--- config.mk ---
export PLATFORM = sky130hd
export DESIGN_NAME = switch_decade_counter
export DESIGN_NICKNAME = d
export VERILOG_FILES = /design/src/rtl/switch_decade_counter.sv
export SDC_FILE = /design/constraint.sdc
export NUM_CORES = 1
export LEC_CHECK = 0
export ABC_CLOCK_PERIOD_IN_PS = 4000
export CORE_UTILIZATION = 23
export CTS_CLUSTER_DIAMETER = 100
export DETAILED_ROUTE_END_ITERATION = 12
export GPL_TIMING_DRIVEN = 0
export MAX_ROUTING_LAYER = met4
export SYNTH_ARGS = -nofsm -noshare
export SYNTH_HDL_FRONTEND = slang
export SYNTH_SLANG_ARGS = --single-unit
--- constraint.sdc ---
create_clock -name i_Clk -period 4 [get_ports i_Clk]
set_input_delay 0.4 -clock i_Clk [delete_from_list [all_inputs] [get_ports i_Clk]]
set_output_delay 0.4 -clock i_Clk [all_outputs]
set_load 0.005 [all_outputs]
--- src/rtl/switch_decade_counter.sv ---
// ============================================================================
// switch_decade_counter
//
// Upstream stage of the seven-segment display path. A raw mechanical
// push-switch is synchronised, debounced, and each debounced release
// advances a modulo-(MAX_COUNT+1) counter that drives the binary-to-
// seven-segment decoder directly.
//
// Optional feature macro: COUNTER_DOWN_SWITCH_EN
//   When defined, a second switch (i_Switch_2) with its own synchroniser and
//   debouncer decrements the count on release. When undefined the block is
//   increment-only and i_Switch_2 does not exist.
//
// Parameters:
//   DEBOUNCE_LIMIT  consecutive stable cycles needed to accept a new level (>= 2)
//   MAX_COUNT       highest count before wrap to 0 (1..15)
//
// Ports:
//   i_Clk            system clock, rising edge
//   i_Rst_L          synchronous active-low reset
//   i_Switch_1       raw increment switch, asynchronous, 1 = pressed
//   i_Switch_2       raw decrement switch (COUNTER_DOWN_SWITCH_EN only)
//   o_Binary_Number  registered count 0..MAX_COUNT
//   o_Carry          one-cycle pulse on an increment wrap MAX_COUNT -> 0
// ============================================================================

// ----------------------------------------------------------------------------
// switch_decade_counter_debounce
//
// One switch channel: two-flop synchroniser, debounce FSM holding the
// accepted level `stable`, and a falling-edge detector on that level.
//
// Ports:
//   i_Clk, i_Rst_L  clock and synchronous active-low reset
//   i_Switch        raw asynchronous switch level
//   o_Release       one-cycle pulse the cycle after `stable` falls 1 -> 0
// ----------------------------------------------------------------------------
module switch_decade_counter_debounce #(
    parameter int DEBOUNCE_LIMIT = 250000
) (
    input  logic i_Clk,
    input  logic i_Rst_L,
    input  logic i_Switch,
    output logic o_Release
);

    localparam int            CW   = $clog2(DEBOUNCE_LIMIT);
    localparam logic [CW-1:0] LAST = CW'(DEBOUNCE_LIMIT - 1);

    typedef enum logic {
        STABLE,
        SETTLING
    } state_t;

    state_t        state;
    logic          sync1;
    logic          sync2;
    logic          stable;
    logic          stable_q;
    logic [CW-1:0] cnt;

    // NOTE: every register here uses <= so all flops sample the pre-edge
    // values; blocking assignments would collapse the synchroniser chain.
    always_ff @(posedge i_Clk) begin
        if (!i_Rst_L) begin
            state    <= STABLE;
            sync1    <= 1'b0;
            sync2    <= 1'b0;
            stable   <= 1'b0;
            stable_q <= 1'b0;
            cnt      <= '0;
        end else begin
            sync1    <= i_Switch;
            sync2    <= sync1;
            stable_q <= stable;

            case (state)
                STABLE: begin
                    // First differing cycle counts as settling cycle 1, so the
                    // new level is accepted exactly DEBOUNCE_LIMIT cycles after
                    // sync2 first differs.
                    if (sync2 != stable) begin
                        state <= SETTLING;
                        cnt   <= CW'(1);
                    end else begin
                        cnt   <= '0;
                    end
                end
                SETTLING: begin
                    if (sync2 == stable) begin
                        // Bounce back before the limit: discard the attempt.
                        state <= STABLE;
                        cnt   <= '0;
                    end else if (cnt == LAST) begin
                        stable <= sync2;
                        state  <= STABLE;
                        cnt    <= '0;
                    end else begin
                        cnt    <= cnt + CW'(1);
                    end
                end
                default: begin
                    state <= STABLE;
                    cnt   <= '0;
                end
            endcase
        end
    end

    // stable_q is the registered copy of stable, so the pulse is exactly one
    // cycle wide and appears the cycle after the debounced level falls.
    assign o_Release = stable_q & ~stable;

endmodule

// ----------------------------------------------------------------------------
// Top level
// ----------------------------------------------------------------------------
module switch_decade_counter #(
    parameter int DEBOUNCE_LIMIT = 250000,
    parameter int MAX_COUNT      = 9
) (
    input  logic       i_Clk,
    input  logic       i_Rst_L,
    input  logic       i_Switch_1,
`ifdef COUNTER_DOWN_SWITCH_EN
    input  logic       i_Switch_2,
`endif
    output logic [3:0] o_Binary_Number,
    output logic       o_Carry
);

    localparam logic [3:0] MAX = 4'(MAX_COUNT);

    logic inc_evt;
    logic dec_evt;

    switch_decade_counter_debounce #(
        .DEBOUNCE_LIMIT (DEBOUNCE_LIMIT)
    ) u_debounce_inc (
        .i_Clk     (i_Clk),
        .i_Rst_L   (i_Rst_L),
        .i_Switch  (i_Switch_1),
        .o_Release (inc_evt)
    );

`ifdef COUNTER_DOWN_SWITCH_EN
    switch_decade_counter_debounce #(
        .DEBOUNCE_LIMIT (DEBOUNCE_LIMIT)
    ) u_debounce_dec (
        .i_Clk     (i_Clk),
        .i_Rst_L   (i_Rst_L),
        .i_Switch  (i_Switch_2),
        .o_Release (dec_evt)
    );
`else
    assign dec_evt = 1'b0;
`endif

    // Simultaneous increment and decrement cancel. Carry is a pulse, so it is
    // cleared every cycle and only set on an increment wrap.
    always_ff @(posedge i_Clk) begin
        if (!i_Rst_L) begin
            o_Binary_Number <= 4'd0;
            o_Carry         <= 1'b0;
        end else begin
            o_Carry <= 1'b0;
            if (inc_evt && !dec_evt) begin
                if (o_Binary_Number == MAX) begin
                    o_Binary_Number <= 4'd0;
                    o_Carry         <= 1'b1;
                end else begin
                    o_Binary_Number <= o_Binary_Number + 4'd1;
                end
            end else if (dec_evt && !inc_evt) begin
                if (o_Binary_Number == 4'd0) begin
                    o_Binary_Number <= MAX;
                end else begin
                    o_Binary_Number <= o_Binary_Number - 4'd1;
                end
            end
        end
    end

endmodule

Word-level counts from Yosys, hierarchy flattened
Index checks and enable logic that the tools add are counted.
{ "totals": {"inputBits": 3, "reg_bits": 28} }
{ "op_classes": {"n_reduce_logical": 2, "addsub": 2, "n_mux": 10, "bitwise": 4, "n_eq_ne": 4} }
{ "ops": {"columns": ["cell", "n"], "rows": [
  ["18-bit 2-to-1 mux", 2],
  ["18-bit one-hot mux with 2 select lines", 1],
  ["18-bit by 1-bit adder with 18-bit output (second input constant)", 1],
  ["18-bit equality test (second input constant)", 1],
  ["1-bit 2-to-1 mux", 5],
  ["4-bit by 1-bit adder with 4-bit output (second input constant)", 1],
  ["4-bit equality test (second input constant)", 1],
  ["4-bit 2-to-1 mux", 1],
  ["1-bit NOT", 3],
  ["3-bit AND reduction", 1],
  ["1-bit one-hot mux with 2 select lines", 1],
  ["2-bit AND reduction", 1],
  ["1-bit bitwise AND", 1],
  ["1-bit equality test", 1],
  ["1-bit inequality test", 1]
]} }

Depth between registers and ports, before layout
{ "logic_depth": {"depth_word": 4, "depth_mapped": 6} }

By module
A second synthesis with hierarchy kept.
{ "unflattened": {"cells_unflattened": 135, "hier_area_um2": 1217.4} }
{ "by_module_without_submodules": {"columns": ["module", "area_per_inst_um2", "cells_each", "seq_area_each_um2", "instances"], "rows": [
  ["switch_decade_counter_debounce", 1001.0, 111, 460.4, 1],
  ["switch_decade_counter", 216.5, 24, 100.1, 1]
]} }

Least setup slack after synthesis
Ideal clock, no wire load.
{ "synth_timing": {"kind": "register to register", "from": "register u_debounce_inc.cnt[0]", "to": "register u_debounce_inc.cnt[10]", "setup_time_ps": 115, "n_path_buf": 1, "t_arrival_ps": 1676, "path_slack_ps": 2210, "path_stages_with_launch": 7, "t_required_ps": 3885, "period_less_slack_ps": 1790, "path_cell_list": "dfxtp_1 > ha_1 > nand3_1 > or3_4 > o2111ai_4 > buf_6 > nor2_1"} }
{ "synth_between": {"elab_chain_cells": 4, "word_cells_on_any_way": 5, "cone_classes": "add/sub: 1; eq/ne: 1; mux: 3"} }
{ "synth_lines": {"columns": ["item", "line_no", "source"], "rows": [
  ["from (decl)", "60", "logic [CW-1:0] cnt;"],
  ["from (signal assigned)", "99", "cnt <= cnt + CW'(1);"],
  ["18-bit by 1-bit adder with 18-bit output / 18-bit equality test (equally long branches)", "99, 94", null],
  ["18-bit 2-to-1 mux (*)", "94", "end else if (cnt == LAST) begin"],
  ["18-bit 2-to-1 mux (*)", "90", "if (sync2 == stable) begin"],
  ["18-bit one-hot mux with 2 select lines (*)", "77", "case (state)"]
]} }
Mark *: on every way between the ends. The rest lies on a longest branch, timed or not.
A chain may end at the register's enable or synchronous reset.

Worst setup path after layout
{ "layout_timing": {"from": "register u_debounce_inc.cnt[0]", "to": "register u_debounce_inc.cnt[12]"} }
The elaborated chain is that of the path after synthesis.

==> impl_metrics.env <==
export IMPL_synth_compound_area_share_pct=5.51
export IMPL_cts_buffers=3
export IMPL_grt_max_degree=17
export IMPL_power_leakage_nw=0.429
export IMPL_synth_distinct_cells=31
export IMPL_clk_latency_ns=0.27
export IMPL_rows=25
export IMPL_slowest_stage="or3_4"
export IMPL_coreArea_um2=4880
export IMPL_synth_area_um2=1200
export IMPL_initial_utilization_pct=24.7
export IMPL_cp_cell_sequence="ha_1 -> nand3_1 -> or3_4 -> o2111ai_4 -> buf_6 -> nor2_1"
export IMPL_drtIter0Drc=19
export IMPL_fp_dieH_um=74.3
export IMPL_grt_pass1_wl_um=3510
export IMPL_clkTransAtPathRegs_ns=0.10
export IMPL_drtAntennaViolNets=0
export IMPL_fmax_ghz=0.481
export IMPL_ctsHoldBuffers=0
export IMPL_fillers=541
export IMPL_die_area_um2=5530
export IMPL_antenna_found_initial=0
export IMPL_avgRoutedWirePerCell_um=9.80
export IMPL_root_buffer="clkbuf_8"
export IMPL_num_io_pins=8
export IMPL_synth_top_family_by_area="simple AND/OR/NAND/NOR gates"
export IMPL_final_nets=148
export IMPL_slew_viol_final=0
export IMPL_syn_inst=132
export IMPL_drt_total_wl_um=2060
export IMPL_detailed_place_hpwl_um=1480
export IMPL_ys_warnings_count=0
export IMPL_path_delay_family="simple AND/OR/NAND/NOR gates"
export IMPL_num_vias=900
export IMPL_diodes=0
export IMPL_final_area_um2=1430
export IMPL_grt_pass1_vias=766
export IMPL_cts_tree="yes"
export IMPL_synth_fp_nets=136
export IMPL_gp_congestion=0.768
export IMPL_skew_ns=0.00540
export IMPL_die_x_um=74.3
export IMPL_slew_headroom_pct=76.0
export IMPL_p_per_area_nw_per_um2=356
export IMPL_dp_cells=206
export IMPL_slowest_delay_ns=0.49
export IMPL_yosys_area_top_type="dfxtp_1"
export IMPL_layout_commonest_cell="dfxtp_1"
export IMPL_crit_buf_inv=1
export IMPL_power_mw=0.508
export IMPL_crit_arrival_ns=2.26
export IMPL_post_cts_setup_buffers=0
export IMPL_placed_cell_area_um2=1360
export IMPL_cp_required_ns=4.18
export IMPL_run_status="complete, no violations"
export IMPL_port_buffers=7
export IMPL_setup_violations_final=0
export IMPL_crit_type="reg -> reg"
export IMPL_hold_violations=0
export IMPL_via_per_inst=4.29
export IMPL_netlist_area_leader_share_pct=46.6
export IMPL_drc_errors=0
export IMPL_finalSetupTns_ns=0
export IMPL_grt_ovfl_total=0
export IMPL_synth_mux_area_share_pct=0.832
export IMPL_period_minus_slack_ns=2.08
export IMPL_endpoint_kind="flop"
export IMPL_track_usage_pct=8.47
export IMPL_drt_first_pass_iters=4
export IMPL_path_max_fanout=10
export IMPL_fin_cells=210
export IMPL_synth_fa_ha_area_share_pct=1.04
export IMPL_yosys_area_share_simple_pct=29.8
export IMPL_ys_seq_area_share_pct=46.6
export IMPL_synthToLayoutAreaGrowth_pct=18.7
export IMPL_finalCritPeriodShare_pct=52.0
export IMPL_max_clock_path_buffers=2
export IMPL_ir_drop_mv=0.163
export IMPL_clock_sinks=28
export IMPL_cap_viol_max_count=0
export IMPL_final_cell_mix="dfxtp_1 (28), nor2_1 (21), xnor2_1 (11), nand2_1 (8)"
export IMPL_hold_path_class="reg -> reg"
export IMPL_ys_ff_latch=28
export IMPL_cp_start_kind="flop"
export IMPL_cts_resized=0
export IMPL_rsz0062_at_grt="no"
export IMPL_synthXorXnorAreaFrac_pct=13.1
export IMPL_cts_htree_levels=1
export IMPL_syn_area_per_cell_um2=9.12
export IMPL_synthTopCellsByArea="dfxtp_1 (47%), xnor2_1 (8.0%), nor2_1 (6.5%), xor2_1 (5.1%), nand4_1 (3.6%)"
export IMPL_drive_above_1_share_pct=6.29
export IMPL_worst_pin_slew_ns=0.356
==> kinds of logic after synthesis <==
group	Yosys count
xor+xnor	18
buf+inv	8
fa+ha+maj	1
mux	1
flops	28
simple gates	68
compound gates	8
==> report_power, final <==
part | leakage, nW | internal (mW) | total (mW) | switching, mW
Combinational | 0.167 | 0.00333 | 0.00647 | 0.00314
Clock | 0.0357 | 0.134 | 0.221 | 0.0870
Sequential | 0.226 | 0.280 | 0.281 | 0.000989
Total | 0.429 | 0.417 | 0.508 | 0.0912
==> sequential cells by signal, summed over array words and instances (netlist names) <==
| name | flops |
|---|---|
| o_Binary_Number | 4 |
| o_Carry | 1 |
| u_debounce_inc.cnt | 18 |
| u_debounce_inc.stable | 1 |
| u_debounce_inc.stable_q | 1 |
| u_debounce_inc.state | 1 |
| u_debounce_inc.sync1 | 1 |
| u_debounce_inc.sync2 | 1 |
==> final timing paths <==
path / start / cells after the start / slack (ns) / endpoint
hold reg to reg: u_debounce_inc.sync1$_SDFF_PN0_ / 1 / 0.44 / u_debounce_inc.sync2$_SDFF_PN0_
setup / recovery: u_debounce_inc.cnt[0]$_SDFF_PN0_ / 6 / 1.92 / u_debounce_inc.cnt[12]$_SDFF_PP0_
setup reg to reg: u_debounce_inc.cnt[0]$_SDFF_PN0_ / 6 / 1.92 / u_debounce_inc.cnt[12]$_SDFF_PP0_
hold / removal: u_debounce_inc.sync1$_SDFF_PN0_ / 1 / 0.44 / u_debounce_inc.sync2$_SDFF_PN0_
==> synthesized netlist by cell type, drive strengths merged <==
| cell | n |
|---|---|
| mux2i | 1 |
| and4 | 1 |
| or2 | 1 |
| or3 | 3 |
| a21oi | 2 |
| nor2b | 3 |
| nand3 | 4 |
| nor3 | 5 |
| and2 | 4 |
| nand4 | 7 |
| clkbuf | 1 |
| dfxtp | 28 |
| o2111ai | 1 |
| a211oi | 1 |
| inv | 6 |
| o21ai | 3 |
| a21boi | 1 |
| xnor2 | 11 |
| or4 | 1 |
| ha | 1 |
| buf | 1 |
| nor4b | 1 |
| nand2b | 1 |
| nor2 | 21 |
| nor4 | 6 |
| xor2 | 7 |
| nand3b | 1 |
| nand2 | 8 |
| and3 | 1 |
==> area by class of cell <==
type,count,area [µm²],area share [%]
multi-input cells,96,606,42.4
well taps,67,83.8,5.87
clock buffers,3,41.3,2.89
inverters,6,22.5,1.58
plain buffers,2,15.0,1.05
repair buffers,7,70.1,4.90
clock inverters,1,30.0,2.10
flip-flops and latches,28,561,39.2
==> stage by stage <==
step | utilization, % | worst slack, ns | hold WS [ns]
2_1_floorplan | - | 2.21 | 0.412
3_3_place_gp | 27.8 | 1.93 | 0.417
3_5_place_dp | 27.8 | 1.93 | 0.423
4_1_cts | 29.3 | 1.91 | 0.447
5_1_grt | 29.3 | 1.77 | 0.485
6_report | 29.3 | 1.92 | 0.442
==> worst reg2reg max path, cell delays in order, from the launching register on <==
cell	delay, ns
dfxtp_1	0.41
ha_1	0.21
nand3_1	0.28
or3_4	0.49
o2111ai_4	0.34
buf_6	0.20
nor2_1	0.05
==> routing by layer <==
metal / share of wire (%) / global-route usage (%) / vias up
met1: 52 / 11.1 / 418
met5: 0 / - / -
met3: 1.6 / 1.22 / 4
li1: - / - / 471
met2: 44 / 12.9 / 7
met4: 1.7 / 3.77 / 0
(Power assumes the default switching activity.)
